==> src/rtl/i2s_sample_feeder.sv <==
// Sample FIFO and half-frame pacer feeding the i2s serializer's parallel input.
// The CPU enqueues interleaved L/R samples; one is presented every WIDTH clocks.
module i2s_sample_feeder #(
    parameter int WIDTH         = 16,
    parameter int DEPTH_LOG2    = 4,
    parameter int UNDERRUN_ZERO = 1
) (
    input  logic                  clk,
    input  logic                  resetq,
    input  logic                  enable,
    input  logic [WIDTH-1:0]      wr_data,
    input  logic                  wr_en,
    output logic                  full,
    output logic                  empty,
    output logic [DEPTH_LOG2:0]   level,
    output logic [WIDTH-1:0]      sample,
    output logic                  sample_strobe,
    output logic                  lr,
    output logic                  underrun,
    output logic                  overflow,
    input  logic                  flags_clr
);

    localparam int DEPTH = 1 << DEPTH_LOG2;
    localparam int PW    = DEPTH_LOG2 + 1;
    localparam int CW    = (WIDTH > 1) ? $clog2(WIDTH) : 1;

    logic [WIDTH-1:0] mem_q [DEPTH];

    logic [PW-1:0]    wptr_q, wptr_d;
    logic [PW-1:0]    rptr_q, rptr_d;
    logic [CW-1:0]    cnt_q, cnt_d;
    logic [WIDTH-1:0] sample_q, sample_d;
    logic             strobe_q, strobe_d;
    logic             lr_q, lr_d;
    logic             started_q, started_d;
    logic             underrun_q, underrun_d;
    logic             overflow_q, overflow_d;

    logic [PW-1:0]    level_s;
    logic             full_s;
    logic             empty_s;
    logic             boundary_s;
    logic             wr_accept_s;
    logic             wr_drop_s;
    logic             pop_s;
    logic             starve_s;

    // Occupancy derives only from registered pointers, so no input reaches full/empty/level.
    assign level_s     = wptr_q - rptr_q;
    assign full_s      = (level_s == PW'(DEPTH));
    assign empty_s     = (level_s == {PW{1'b0}});
    assign boundary_s  = enable && (cnt_q == CW'(WIDTH - 1));
    assign wr_accept_s = wr_en && !full_s;
    assign wr_drop_s   = wr_en && full_s;
    assign pop_s       = boundary_s && !empty_s;
    assign starve_s    = boundary_s && empty_s;

    // Next-state for pointers, half-frame timer, presented sample and sticky flags.
    always_comb begin
        wptr_d     = wptr_q;
        rptr_d     = rptr_q;
        cnt_d      = cnt_q;
        sample_d   = sample_q;
        strobe_d   = 1'b0;
        lr_d       = lr_q;
        started_d  = started_q;
        underrun_d = underrun_q;
        overflow_d = overflow_q;

        if (wr_accept_s) begin
            wptr_d = wptr_q + PW'(1);
        end else begin
            wptr_d = wptr_q;
        end

        // started_q marks that a boundary already occurred, so the first one lands on left.
        if (!enable) begin
            cnt_d     = {CW{1'b0}};
            lr_d      = 1'b0;
            started_d = 1'b0;
        end else if (boundary_s) begin
            cnt_d     = {CW{1'b0}};
            strobe_d  = 1'b1;
            lr_d      = started_q ? ~lr_q : 1'b0;
            started_d = 1'b1;
        end else begin
            cnt_d     = cnt_q + CW'(1);
        end

        if (pop_s) begin
            sample_d = mem_q[rptr_q[DEPTH_LOG2-1:0]];
            rptr_d   = rptr_q + PW'(1);
        end else if (starve_s && (UNDERRUN_ZERO != 0)) begin
            sample_d = {WIDTH{1'b0}};
        end else begin
            sample_d = sample_q;
        end

        // A set event in the same cycle as flags_clr takes priority.
        if (starve_s) begin
            underrun_d = 1'b1;
        end else if (flags_clr) begin
            underrun_d = 1'b0;
        end else begin
            underrun_d = underrun_q;
        end

        if (wr_drop_s) begin
            overflow_d = 1'b1;
        end else if (flags_clr) begin
            overflow_d = 1'b0;
        end else begin
            overflow_d = overflow_q;
        end
    end

    // Control and output state registers.
    always_ff @(posedge clk or negedge resetq) begin
        if (!resetq) begin
            wptr_q     <= {PW{1'b0}};
            rptr_q     <= {PW{1'b0}};
            cnt_q      <= {CW{1'b0}};
            sample_q   <= {WIDTH{1'b0}};
            strobe_q   <= 1'b0;
            lr_q       <= 1'b0;
            started_q  <= 1'b0;
            underrun_q <= 1'b0;
            overflow_q <= 1'b0;
        end else begin
            wptr_q     <= wptr_d;
            rptr_q     <= rptr_d;
            cnt_q      <= cnt_d;
            sample_q   <= sample_d;
            strobe_q   <= strobe_d;
            lr_q       <= lr_d;
            started_q  <= started_d;
            underrun_q <= underrun_d;
            overflow_q <= overflow_d;
        end
    end

    // FIFO storage; cleared on reset so no stale sample survives.
    always_ff @(posedge clk or negedge resetq) begin
        if (!resetq) begin
            for (int i = 0; i < DEPTH; i++) begin
                mem_q[i] <= {WIDTH{1'b0}};
            end
        end else if (wr_accept_s) begin
            mem_q[wptr_q[DEPTH_LOG2-1:0]] <= wr_data;
        end else begin
            mem_q <= mem_q;
        end
    end

    assign full          = full_s;
    assign empty         = empty_s;
    assign level         = level_s;
    assign sample        = sample_q;
    assign sample_strobe = strobe_q;
    assign lr            = lr_q;
    assign underrun      = underrun_q;
    assign overflow      = overflow_q;

endmodule

==> config.mk <==
export PLATFORM = sky130hd
export DESIGN_NAME = i2s_sample_feeder
export DESIGN_NICKNAME = d
export VERILOG_FILES = /design/src/rtl/i2s_sample_feeder.sv
export SDC_FILE = /design/constraint.sdc
export NUM_CORES = 1
export LEC_CHECK = 0
export ABC_AREA = 1
export BUFFER_PORTS_ARGS = -buffer_cell sky130_fd_sc_hd__buf_2
export CELL_PAD_IN_SITES_DETAIL_PLACEMENT = 1
export CELL_PAD_IN_SITES_GLOBAL_PLACEMENT = 2
export CORE_UTILIZATION = 40
export CTS_CLUSTER_DIAMETER = 100
export DETAILED_ROUTE_END_ITERATION = 12
export HOLD_SLACK_MARGIN = 0.1
export PLACE_DENSITY_LB_ADDON = 0.1
export SYNTH_ARGS = -nofsm -noshare
export SYNTH_HDL_FRONTEND = slang
export SYNTH_SLANG_ARGS = --single-unit
export TNS_END_PERCENT = 50
==> constraint.sdc <==
create_clock -name clk -period 7.6 [get_ports clk]
set_input_delay 1.52 -clock clk [delete_from_list [all_inputs] [get_ports clk]]
set_output_delay 1.52 -clock clk [all_outputs]
set_load 0.005 [all_outputs]
==> summary.txt <==
outcome - completed
Clock Sinks - 291
min-delay worst type - flop to flop
Core Rows - 70
H-tree levels - 2
Max Cap Viol - 0
setup bufs post-CTS - 0
fmax - 194 MHz
first-pass GRT wire length - 88,100 µm
Int Pwr - 3.66 mW
worst hold slack - 0.456 ns
Area growth syn-to-layout - 8.87%
Die ar. - 38,600 µm²
crit path DAT - 3.64 ns
worst-margin pin slew - 1.00 ns
count of different cell masters after synthesis - 30
crit path max fanout - 39
TNS Setup - 0 ns
Tcrit/Tclk final - 67.9%
Global Route Usage Sum - 29.7%
top cells by count, synth - nand2_1, dfrtp_1, nand4_1
Cell Area, Synth - 15,100 µm²
final setup violation count - 0
cell with the most instances after synthesis - nand2_1
Mapped Cells - 1,984
pre-CTS setup slack - 3.00 ns
# resized after CTS - 0
post-synthesis register bit count - 291
Routed WL - 55,400 µm
Req. time, crit path - 6.08 ns
Buffers on Ports - 47
peak supply drop - 0.000157 V
Seq pwr share - 42.2%
Antenna Diode Count - 0
CTS tree - done
Die X - 197 µm
vias in the first global route - 14,100
GP Congestion - 0.832
final setup margin - 2.44 ns
Pins Over Slew Limit - 0
Routed wire per std cell - 22.6 µm
Clock transition at path regs - 0.06 ns
min Tclk post-route - 5.16 ns
DR pass1 iterations - 7
crit end category - output pin
NetSw - 2.16 mW
CP Launch Type - flop
clk_skew - 0.0220 ns
clock buffer count from CTS - 36
Detailed Place HPWL - 32,200 µm
vias - 14,000
I/O Pins - 48
RSZ-0062 raised after global routing - false
DRC viols - 0
Syn. warnings - 0
PwrDens - 353 nW/µm²
Clock Power Share - 29.3%
Die Y - 197 µm
Leakage Power - 8.53 nW
syn nets - 2,016
DR vias/cell - 5.69
combinational share of power - 28.6%
starting density of the core - 41.0%
Post-synth EDFFs - 0
area leader, netlist - dfrtp_1
Nets - 1,954
largest net degree at the start of global routing - 157
Net Sw Frac - 37.1%
root cell of the clock tree - clkbuf_16
grt total ovfl - 0
initial antenna violation count - 0
post-synth top area share - 48.1%
Synth area leaders - dfrtp_1, nand2_1, nand4_1
clock latency on the worst-skew pair - 0.54 ns
core area - 37,000 µm²
layout cell share with drive strength beyond 1 - 8.52%
critical setup path kind - flop to output pin
Max-slew headroom - 33.0%
Longest Clk Path Bufs - 3
Initial DRC Count - 1,050
endpoints failing hold - 0
Mean Syn Cell Area - 7.63 µm²
post-route antenna net violation count - 0
hold buffers post-CTS - 0
ys flop type - dfrtp_1
post-synthesis sequential area ratio - 48.1%
fraction of registers with async set/reset - 100%
-- power by group through the flow --
stage          clock (mW)  sequential, mW  combinational, mW
2_1_floorplan           0            2.38               1.28
3_3_place_gp            0            2.45               1.60
3_5_place_dp            0            2.46               1.67
4_1_cts              1.74            2.45               1.68
5_1_grt              1.80            2.52               1.92
6_report             1.70            2.45               1.66
-- routing by layer --
metal	track usage (%)	vias up	wire length [µm]
met5	0	-	0
met4	8.15	0	1310
met3	3.64	71	3480
met2	43.2	413	23800
met1	46.2	7041	26800
li1	-	6425	-
-- sequential cells by signal (all words and copies together), names as in the netlist --
signal and cells:
mem_q 256, sample 16, rptr_q 5, wptr_q 5
cnt_q 4, lr 1, overflow 1, sample_strobe 1
started_q 1, underrun 1
-- worst paths after layout --
path	cells past startpoint	endpoint	slack, ns	start
max reg2reg	12	mem_q[234]	3.00	rptr_q[2]
min reg2reg	1	cnt_q[0]	0.46	cnt_q[0]
max	9	full	2.44	rptr_q[2]
min	1	cnt_q[0]	0.46	cnt_q[0]
max in group asynchronous	2	mem_q[101]	5.27	resetq
min in group asynchronous	1	cnt_q[2]	0.97	resetq
-- final cells by class --
type                       count  area, µm²
fill                        4614      20500
sequential                   291       7290
multi-input combinational   1488       6810
clock buffer                  52       1050
tap                          504        631
timing repair buffer          76        498
inverter                      29        111
clock inverter                13        100
-- placed cells by master, fill, tap and decap left out --
master      count
buf_8           2
buf_4          27
clkinvlp_4      1
bufinv_16       1
inv_4           1
nand4_1       258
buf_2          45
ha_1           10
dfrtp_1       289
nor2_1         44
inv_2           3
clkinv_1        3
clkbuf_8        7
clkbuf_16      37
o31ai_1         1
xnor2_1         2
inv_6           2
a21oi_2         1
o21ai_0         3
nor2_4          2
nand2_1       952
a21oi_1        34
buf_12          2
fa_1            1
nor2_2         10
dfrtp_4         2
nand3_4        10
inv_1          22
nand3_1       149
nand3_2         1
nand2_2         3
nand3b_1        1
clkbuf_1        8
o22ai_1         1
clkinv_2        9
xor2_1          5
-- critical path, stage by stage (launching register included) --
cell and delay [ns]:
dfrtp_1 0.32, buf_4 0.28, clkinv_1 0.65, ha_1 0.63
a21oi_1 0.20, nand3_1 0.11, nand2_2 0.13, nand3_4 0.43
inv_1 0.19, buf_2 0.14
-- metrics by stage --
| stage | power, mW | instance area (µm²) | utilization [%] | cells |
|---|---|---|---|---|
| 2_1_floorplan | 3.66 | 15100 | - | 1984 |
| 3_3_place_gp | 4.06 | 15300 | 41.5 | 2388 |
| 3_5_place_dp | 4.14 | 15300 | 41.5 | 2388 |
| 4_1_cts | 5.87 | 16500 | 44.6 | 2453 |
| 5_1_grt | 6.24 | 16500 | 44.6 | 2453 |
| 6_report | 5.82 | 16500 | 44.6 | 2453 |
-- cells by family after synthesis --
family,count (synthesis),share of synthesized area [%]
AND/OR/NAND/NOR,1430,42.2
flip-flops,291,48.1
buffers and inverters,205,6.97
AO/OA/AOI/OAI,40,1.37
adder cells (fa/ha/maj),11,0.958
XOR/XNOR,7,0.405
(Power assumes the default switching activity.)
